### config.mk
export PLATFORM = sky130hd
export DESIGN_NAME = instruction_cache_flat
export DESIGN_NICKNAME = d
export VERILOG_FILES = /design/src/rtl/instruction_cache_pkg.sv /design/src/rtl/instruction_cache_if.sv /design/src/rtl/instruction_cache_line_store.sv /design/src/rtl/instruction_cache.sv /design/src/flat_wrapper.sv
export SDC_FILE = /design/constraint.sdc
export NUM_CORES = 2
export LEC_CHECK = 0
export CAP_MARGIN = 20
export CORE_UTILIZATION = 26
export DETAILED_ROUTE_END_ITERATION = 6
export PLACE_DENSITY = 0.48
export SETUP_SLACK_MARGIN = 0.5
export SKIP_CTS_REPAIR_TIMING = 1
export SYNTH_ARGS = -nofsm -noshare
export SYNTH_HDL_FRONTEND = slang
export SYNTH_SLANG_ARGS = --single-unit
### constraint.sdc
create_clock -name clk -period 10.3 [get_ports clk]
set_input_delay 2.575 -clock clk [delete_from_list [all_inputs] [get_ports clk]]
set_output_delay 2.575 -clock clk [all_outputs]
set_load 0.05 [all_outputs]
### src/rtl/instruction_cache_pkg.sv
// Shared types and address-geometry helpers for the direct-mapped instruction cache.
package icache_pkg;

  typedef enum logic [1:0] {
    IDLE,
    FILL,
    UPDATE
  } state_e;

  function automatic int unsigned offset_w(input int unsigned line_words);
    return $clog2(line_words);
  endfunction

  function automatic int unsigned index_w(input int unsigned num_lines);
    return $clog2(num_lines);
  endfunction

  function automatic int unsigned tag_w(input int unsigned addr_w,
                                        input int unsigned line_words,
                                        input int unsigned num_lines);
    return addr_w - 2 - offset_w(line_words) - index_w(num_lines);
  endfunction

endpackage

### src/rtl/instruction_cache_if.sv
// Fetch-side lookup and instruction-memory fill signals of the instruction cache.
interface instruction_cache_if #(
  parameter int unsigned ADDR_W = 32
) ();

  logic [ADDR_W-1:0] pc_addr;
  logic              pc_valid;
  logic              flush;
  logic [31:0]       instruction;
  logic              hit;
  logic              mem_req;
  logic [ADDR_W-1:0] mem_addr;
  logic              mem_ack;
  logic [31:0]       mem_rdata;

  modport master (
    output pc_addr, pc_valid, flush, mem_ack, mem_rdata,
    input  instruction, hit, mem_req, mem_addr
  );

  modport slave (
    input  pc_addr, pc_valid, flush, mem_ack, mem_rdata,
    output instruction, hit, mem_req, mem_addr
  );

endinterface

### src/rtl/instruction_cache_line_store.sv
// Tag, valid and data arrays: combinational read, one-word data write, tag/valid write, flush-all.
module icache_line_store
  import icache_pkg::*;
#(
  parameter int unsigned LINE_WORDS = 4,
  parameter int unsigned NUM_LINES  = 16,
  parameter int unsigned TAG_W      = 26,
  localparam int unsigned OFFSET_W  = offset_w(LINE_WORDS),
  localparam int unsigned INDEX_W   = index_w(NUM_LINES)
) (
  input  logic                clk,
  input  logic                reset,
  input  logic [INDEX_W-1:0]  rd_index,
  input  logic [OFFSET_W-1:0] rd_offset,
  output logic [31:0]         rd_word,
  output logic [TAG_W-1:0]    rd_tag,
  output logic                rd_valid,
  input  logic                wr_en,
  input  logic [INDEX_W-1:0]  wr_index,
  input  logic [OFFSET_W-1:0] wr_offset,
  input  logic [31:0]         wr_data,
  input  logic                tag_wr_en,
  input  logic [INDEX_W-1:0]  tag_wr_index,
  input  logic [TAG_W-1:0]    tag_wr_tag,
  input  logic                flush_all
);

  logic [31:0]          data_q  [NUM_LINES][LINE_WORDS];
  logic [31:0]          data_d  [NUM_LINES][LINE_WORDS];
  logic [TAG_W-1:0]     tag_q   [NUM_LINES];
  logic [TAG_W-1:0]     tag_d   [NUM_LINES];
  logic [NUM_LINES-1:0] valid_q;
  logic [NUM_LINES-1:0] valid_d;

  assign rd_word  = data_q[rd_index][rd_offset];
  assign rd_tag   = tag_q[rd_index];
  assign rd_valid = valid_q[rd_index];

  always_comb begin
    data_d  = data_q;
    tag_d   = tag_q;
    valid_d = valid_q;
    if (wr_en) begin
      data_d[wr_index][wr_offset] = wr_data;
    end
    if (tag_wr_en) begin
      tag_d[tag_wr_index]   = tag_wr_tag;
      valid_d[tag_wr_index] = 1'b1;
    end
    // Flush outranks a same-cycle tag write so a half-built line never becomes valid.
    if (flush_all) begin
      valid_d = '0;
    end
  end

  always_ff @(posedge clk) begin
    if (reset) begin
      valid_q <= '0;
    end else begin
      valid_q <= valid_d;
    end
  end

  always_ff @(posedge clk) begin
    tag_q  <= tag_d;
    data_q <= data_d;
  end

endmodule

### src/rtl/instruction_cache.sv
// Direct-mapped read-only instruction cache with line-fill FSM.
// Define ICACHE_STATS_EN to add saturating hit_count/miss_count outputs.
module instruction_cache
  import icache_pkg::*;
#(
  parameter int unsigned LINE_WORDS = 4,
  parameter int unsigned NUM_LINES  = 16,
  parameter int unsigned ADDR_W     = 32
) (
  input  logic                 clk,
  input  logic                 reset,
  instruction_cache_if.slave   bus
`ifdef ICACHE_STATS_EN
  ,
  output logic [31:0]          hit_count,
  output logic [31:0]          miss_count
`endif
);

  localparam int unsigned OFFSET_W = offset_w(LINE_WORDS);
  localparam int unsigned INDEX_W  = index_w(NUM_LINES);
  localparam int unsigned TAG_W    = tag_w(ADDR_W, LINE_WORDS, NUM_LINES);
  localparam int unsigned BASE_W   = TAG_W + INDEX_W;

  logic [OFFSET_W-1:0] pc_offset;
  logic [INDEX_W-1:0]  pc_index;
  logic [TAG_W-1:0]    pc_tag;
  logic                unused_addr_bits;

  assign pc_offset        = bus.pc_addr[OFFSET_W+1:2];
  assign pc_index         = bus.pc_addr[OFFSET_W+2 +: INDEX_W];
  assign pc_tag           = bus.pc_addr[ADDR_W-1 -: TAG_W];
  assign unused_addr_bits = ^bus.pc_addr[1:0];

  state_e              state_q, state_d;
  logic [BASE_W-1:0]   base_q, base_d;
  logic [OFFSET_W-1:0] cnt_q, cnt_d, cnt_next;
  logic                mem_req_q, mem_req_d;
  logic [ADDR_W-1:0]   mem_addr_q, mem_addr_d;

  logic [31:0]         rd_word;
  logic [TAG_W-1:0]    rd_tag;
  logic                rd_valid;
  logic                hit;

  icache_line_store #(
    .LINE_WORDS (LINE_WORDS),
    .NUM_LINES  (NUM_LINES),
    .TAG_W      (TAG_W)
  ) u_store (
    .clk          (clk),
    .reset        (reset),
    .rd_index     (pc_index),
    .rd_offset    (pc_offset),
    .rd_word      (rd_word),
    .rd_tag       (rd_tag),
    .rd_valid     (rd_valid),
    .wr_en        (state_q == FILL && bus.mem_ack && !bus.flush),
    .wr_index     (base_q[INDEX_W-1:0]),
    .wr_offset    (cnt_q),
    .wr_data      (bus.mem_rdata),
    .tag_wr_en    (state_q == UPDATE && !bus.flush),
    .tag_wr_index (base_q[INDEX_W-1:0]),
    .tag_wr_tag   (base_q[BASE_W-1 -: TAG_W]),
    .flush_all    (bus.flush)
  );

  assign hit = bus.pc_valid && state_q == IDLE && rd_valid && rd_tag == pc_tag &&
               !bus.flush && !reset;

  assign bus.hit         = hit;
  assign bus.instruction = rd_word;
  assign bus.mem_req     = mem_req_q;
  assign bus.mem_addr    = mem_addr_q;

  assign cnt_next = cnt_q + OFFSET_W'(1);

  always_comb begin
    state_d    = state_q;
    base_d     = base_q;
    cnt_d      = cnt_q;
    mem_req_d  = mem_req_q;
    mem_addr_d = mem_addr_q;
    unique case (state_q)
      IDLE: begin
        if (bus.pc_valid && !hit && !bus.flush) begin
          base_d     = {pc_tag, pc_index};
          cnt_d      = '0;
          state_d    = FILL;
          mem_req_d  = 1'b1;
          mem_addr_d = {pc_tag, pc_index, {OFFSET_W{1'b0}}, 2'b00};
        end
      end
      FILL: begin
        if (bus.flush) begin
          state_d   = IDLE;
          mem_req_d = 1'b0;
        end else if (bus.mem_ack) begin
          if (cnt_q == OFFSET_W'(LINE_WORDS - 1)) begin
            state_d   = UPDATE;
            mem_req_d = 1'b0;
            cnt_d     = '0;
          end else begin
            cnt_d      = cnt_next;
            mem_addr_d = {base_q, cnt_next, 2'b00};
          end
        end
      end
      UPDATE: begin
        state_d = IDLE;
      end
      default: begin
        state_d   = IDLE;
        mem_req_d = 1'b0;
      end
    endcase
  end

  always_ff @(posedge clk) begin
    if (reset) begin
      state_q    <= IDLE;
      base_q     <= '0;
      cnt_q      <= '0;
      mem_req_q  <= 1'b0;
      mem_addr_q <= '0;
    end else begin
      state_q    <= state_d;
      base_q     <= base_d;
      cnt_q      <= cnt_d;
      mem_req_q  <= mem_req_d;
      mem_addr_q <= mem_addr_d;
    end
  end

`ifdef ICACHE_STATS_EN
  logic [31:0] hit_count_q, hit_count_d;
  logic [31:0] miss_count_q, miss_count_d;

  always_comb begin
    hit_count_d  = hit_count_q;
    miss_count_d = miss_count_q;
    if (hit && hit_count_q != '1) begin
      hit_count_d = hit_count_q + 32'd1;
    end
    if (state_q == IDLE && state_d == FILL && miss_count_q != '1) begin
      miss_count_d = miss_count_q + 32'd1;
    end
  end

  always_ff @(posedge clk) begin
    if (reset) begin
      hit_count_q  <= '0;
      miss_count_q <= '0;
    end else begin
      hit_count_q  <= hit_count_d;
      miss_count_q <= miss_count_d;
    end
  end

  assign hit_count  = hit_count_q;
  assign miss_count = miss_count_q;
`endif

endmodule
### src/flat_wrapper.sv
// flat-port wrapper written by rule: the top's interface ports become plain ports
module instruction_cache_flat import icache_pkg::*;
#(
  parameter int unsigned LINE_WORDS = 4,
  parameter int unsigned NUM_LINES  = 16,
  parameter int unsigned ADDR_W     = 32
)
  (clk, reset, bus_pc_addr, bus_pc_valid, bus_flush, bus_mem_ack, bus_mem_rdata, bus_instruction, bus_hit, bus_mem_req, bus_mem_addr);
  instruction_cache_if #(.ADDR_W(ADDR_W)) bus_i ();
  input  logic clk;
  input  logic reset;
  input wire logic [$bits(bus_i.pc_addr)-1:0] bus_pc_addr;
  input wire logic [$bits(bus_i.pc_valid)-1:0] bus_pc_valid;
  input wire logic [$bits(bus_i.flush)-1:0] bus_flush;
  input wire logic [$bits(bus_i.mem_ack)-1:0] bus_mem_ack;
  input wire logic [$bits(bus_i.mem_rdata)-1:0] bus_mem_rdata;
  output wire logic [$bits(bus_i.instruction)-1:0] bus_instruction;
  output wire logic [$bits(bus_i.hit)-1:0] bus_hit;
  output wire logic [$bits(bus_i.mem_req)-1:0] bus_mem_req;
  output wire logic [$bits(bus_i.mem_addr)-1:0] bus_mem_addr;
  assign bus_i.pc_addr = bus_pc_addr;
  assign bus_i.pc_valid = bus_pc_valid;
  assign bus_i.flush = bus_flush;
  assign bus_i.mem_ack = bus_mem_ack;
  assign bus_i.mem_rdata = bus_mem_rdata;
  assign bus_instruction = bus_i.instruction;
  assign bus_hit = bus_i.hit;
  assign bus_mem_req = bus_i.mem_req;
  assign bus_mem_addr = bus_i.mem_addr;
  instruction_cache #(.LINE_WORDS(LINE_WORDS), .NUM_LINES(NUM_LINES), .ADDR_W(ADDR_W)) u_core (.clk(clk), .reset(reset), .bus(bus_i));
endmodule
### Yosys cells after proc, flatten, opt, wreduce, memory -nomap -nowiden

Cells that the tools add are included.

* bits in registers: 2513
* input port bits: 69
* output and inout port bits: 66
* word-level logic and storage cells: 177

* $add $sub $neg: 1
* magnitude comparators: 9
* equal/unequal tests: 10
* mux-type cells: 41
* bitwise gates (word level): 6
* reductions and logical operators: 24

Operators by type and width (count)
* $bwmux 2048: 1
* $bmux 128 s4: 1
* $demux 128 s4: 1
* $bwmux 384: 1
* $mux 128: 3
* $mux 32: 7
* $bmux 24 s4: 1
* $demux 24 s4: 1
* $mux 24: 3
* $bmux 32 s2: 1
* $demux 32 s2: 1
* $pmux 32 s2: 1
* $eq 24x24->1: 1
* $mux 2: 8
* $or 16x16->16: 1
* $logic_and 1x1->1: 13
* $ge 5x5->1 const B: 2
* $lt 4x5->1 const B: 2
* $not 4->5: 2
* $ne 2x2->1 const B: 4
* $pmux 2 s2: 2
* $reduce_and 4->1: 2
* $ge 3x3->1 const B: 2
* $mux 1: 6
* other kinds (19): 24

### Depth between registers and ports, before layout

* depth in word-level cells: 13
* depth in mapped cells: 15
* gate-level depth less buffers: 9

### By module

From an unflattened synthesis, not the netlist that was laid out.

* cell total of the unflattened synthesis: 4280
* area, all modules: 95848.2 um2

By module, submodules not included
* icache_line_store: times used 1, cells each 3982, area each 92832.8 um2, seq. area each 73350.3 um2
* instruction_cache: times used 1, cells each 298, area each 3015.4 um2, seq. area each 1261.2 um2

### Worst setup path before layout

Ideal clock, no wire load.

* path type: in2out
* start point: in bus_pc_addr[4]
* end point: out bus_instruction[20]
* arrival time: 5.961 ns
* required time: 7.725 ns
* path slack: 1.764 ns
* cell stages on the path: 12
* path buffers: 8
* path through: buf_6 -> buf_4 -> buf_4 -> buf_2 -> buf_2 -> buf_2 -> buf_2 -> buf_2 -> mux4_2 -> mux4_2 -> mux2i_1 -> o21ai_0

* word-level cells in the longest chain between the ends: 7

RTL lines
* start, declared: line flat_wrapper.sv:12 `input wire logic [$bits(bus_i.pc_addr)-1:0] bus_pc_addr;`
* $not 4->5 (not written as such): line instruction_cache_line_store.sv:35 `assign rd_word = data_q[rd_index][rd_offset];`
* $bmux 128 s4: line instruction_cache_line_store.sv:35
* $mux 128 (not written as such) (2 in a row): line instruction_cache_line_store.sv:35
* $bmux 32 s2: line instruction_cache_line_store.sv:35
* $mux 32 (not written as such) (2 in a row): line instruction_cache_line_store.sv:35
* end, declared: line flat_wrapper.sv:17 `output wire logic [$bits(bus_i.instruction)-1:0] bus_instruction;`

Every way passes these cells. The select of a mux whose other input is x is not followed.

### Worst setup path in the final report

* start point: in bus_pc_addr[4]
* end point: out bus_instruction[31]

The elaborated chain is that of the path after synthesis.

==> impl_metrics.env <==
export IMPL_wirelength_um=258900
export IMPL_drt_iter0_markers=3913
export IMPL_finalPower_w=0.02135
export IMPL_hold_viol_final=0
export IMPL_synthFlopType="edfxtp_1"
export IMPL_fp_coreArea_sq_mm=0.3689
export IMPL_layoutNonFillerInstCount=9559
export IMPL_die_w_um=610.9
export IMPL_ant_nets=1
export IMPL_ys_seq_area_share_pct=77.40
export IMPL_finalSetupViolCount=0
export IMPL_worstPathMaxFanout=69
export IMPL_status="finished, violations left"
export IMPL_dp_final_hpwl_um=134400
export IMPL_vias=43990
export IMPL_final_max_slew_violation_count=0
export IMPL_dp_cells=9067
export IMPL_violations="antenna rules"
export IMPL_fmax_ghz=0.1081
export IMPL_grt_max_degree=96
export IMPL_initial_core_util_pct=26.13
export IMPL_clk_pin_slew_ns=0.06
export IMPL_root_buffer="clkbuf_16"
export IMPL_min_period_over_period_pct=89.77
export IMPL_crit_arrival_ns=6.67
export IMPL_vias_per_cell=4.602
export IMPL_holdCritPathClass="flip-flop to flip-flop"
export IMPL_final_common_cell="edfxtp_1"
export IMPL_cts_buffers=247
export IMPL_area_delta_synth_final_pct=17.43
export IMPL_clk_latency_ns=0.93
export IMPL_ios=135
export IMPL_leakage_nw=34.53
export IMPL_endpoint_kind="primary output"
export IMPL_powerDensity_mw_per_mm2=188.6
export IMPL_numPortBuffers=130
export IMPL_drt_pass1_iter_count=5
export IMPL_nets=4468
export IMPL_worst_slew_pin_slew_ns=1.103
export IMPL_ys_ff_latch=2511
export IMPL_slew_headroom_pct=26.44
export IMPL_drc=0
export IMPL_fin_ws_ns=1.053
export IMPL_gr_total_overflow=0
export IMPL_synth_avg_cell_area_sq_um=23.69
export IMPL_finalClockSkew_ns=0.09671
export IMPL_grt_pass1_vias=45840
export IMPL_synthDistinctLibCells=64
export IMPL_netlist_area_sq_mm=0.09639
export IMPL_yosys_warnings=0
export IMPL_post_route_util_pct=30.69
export IMPL_dieArea_sq_mm=0.3732
export IMPL_period_needed_ns=9.247
export IMPL_async_flop_share_pct=0
export IMPL_nFillCells=35440
export IMPL_clock_sinks=2511
export IMPL_tns_ns=0
export IMPL_antenna_found_initial=41
export IMPL_cts_path_max_buffers=4
export IMPL_layout_common_cells="2432 x edfxtp_1, 745 x mux4_2, 250 x clkbuf_16"
export IMPL_peakVddDrop_uv=141.8
export IMPL_grt_pass1_wl_um=361000
export IMPL_gp_congestion=0.7280
export IMPL_syn_inst=4068
export IMPL_crit_type="input port to primary output"
export IMPL_rsz0062_at_grt="false"
export IMPL_die_h_um=610.9
export IMPL_cp_data_required_time_ns=7.73
export IMPL_cts_tree="done"
export IMPL_synth_edf_count=2432
export IMPL_grt_util_all_layers_pct=13.63
export IMPL_final_layout_size_suffix_gt1_share_pct=31.19
export IMPL_pre_cts_ws_ns=0.9846
export IMPL_num_rows=223
export IMPL_cts_max_level=4
export IMPL_drv_cap=0
export IMPL_wl_per_cell_um=27.09
export IMPL_start_kind="input port"
[per-stage QoR]
step / instance area (sq um) / hold slack [ns]
after global routing: 113200 / 0.4765
after global placement: 104600 / 0.4411
after CTS: 112600 / 0.4624
after detailed placement: 104600 / 0.4476
after floorplan: 96400 / 0.4354
final: 113200 / 0.4609
[registers in the layout, summed over array words and instances, names as in the netlist]
signal and flops:
u_core.u_store.valid_q 16, u_core.base_q 28, u_core.bus.mem_addr 30, u_core.cnt_q 2
u_core.u_store.tag_q 384, u_core.u_store.data_q 2048, u_core.bus.mem_req 1, u_core.state_q 2
[power breakdown]
part | switching [W] | internal [W] | leakage (nW)
registers | 0.0000312 | 0.0112 | 22.5
logic | 0.000697 | 0.000462 | 8.10
clock network | 0.00382 | 0.00514 | 3.89
total | 0.00455 | 0.0168 | 34.5
[worst max-delay path, stage by stage]
cell	delay, ns
buf_8	0.56
buf_4	0.33
buf_4	0.25
mux4_2	0.53
mux4_2	0.51
mux2i_1	0.57
o21ai_0	0.17
buf_4	0.21
clkdlybuf4s50_1	0.71
[cells in the mapped netlist (5+ instances only)]
cell type  count  area (sq um)
a211oi_1       7         52.55
buf_6         10         112.6
dfxtp_1       79          1582
o21ai_0       35         175.2
o21a_1        20         150.1
o211ai_1       7         52.55
a221oi_1       7         61.31
mux4_2       745         16780
a22oi_1        6         45.04
nand2_1      105         394.1
buf_1         12         45.04
xnor2_1       17         148.9
xor2_1        19         166.4
nor2_1        92         345.3
buf_2         71         355.3
edfxtp_1    2432         73030
o22ai_1        8         50.05
mux2i_1      109          1091
buf_4          9         67.56
mux2_2        19         214.0
clkbuf_1     127         476.7
o311a_1       28         280.3
nor2b_1       16         100.1
nor3_1         6         30.03
a21oi_1        5         25.02
nand3_1        7         35.03
a31oi_1        8         50.05
nand2b_1       7         43.79
[path summary, 6_finish.rpt]
check / start / end / slack [ns] / depth (start not counted)
worst max-delay path: bus_pc_addr[4] / bus_instruction[31] / 1.05 / 9
worst min-delay path: u_core.u_store.valid_q[13] / u_core.u_store.valid_q[13] / 0.46 / 1
worst max register to register: u_core.u_store.tag_q[10] / u_core.bus.mem_addr[15] / 6.29 / 10
worst min register to register: u_core.u_store.valid_q[13] / u_core.u_store.valid_q[13] / 0.46 / 1
[final cells by class]
cell class / count / area [sq um] / area share (%)
inverters: 6 / 26.28 / 0.02321
clock buffers: 301 / 6518 / 5.758
well taps: 4950 / 6193 / 5.472
flip-flops and latches: 2511 / 74610 / 65.91
diodes: 11 / 27.53 / 0.02432
multi-input cells: 1323 / 21320 / 18.84
clock inverters: 151 / 1421 / 1.256
repair buffers: 306 / 3072 / 2.714
[cell families after synthesis]
kind of cell	count (synthesis)	share of synthesized area [%]
DFF	2511	77.40
and+or+nand+nor	257	1.176
adders and majority gates	4	0.05192
buffers and inverters	235	1.120
xor gates and xnor gates	36	0.3271
AOI/OAI and AO/OA	150	1.144
muxes	874	18.77
other	1	0.003890
[per-layer routing]
metal	vias up	part of all wire [%]	global-route usage, %
li1	18120	-	-
met1	24370	42	17.87
met2	1123	51	23.84
met3	357	4.9	1.829
met4	22	2.2	3.267
met5	-	0.050	0
No activity file was read; power rests on OpenSTA's default activity.
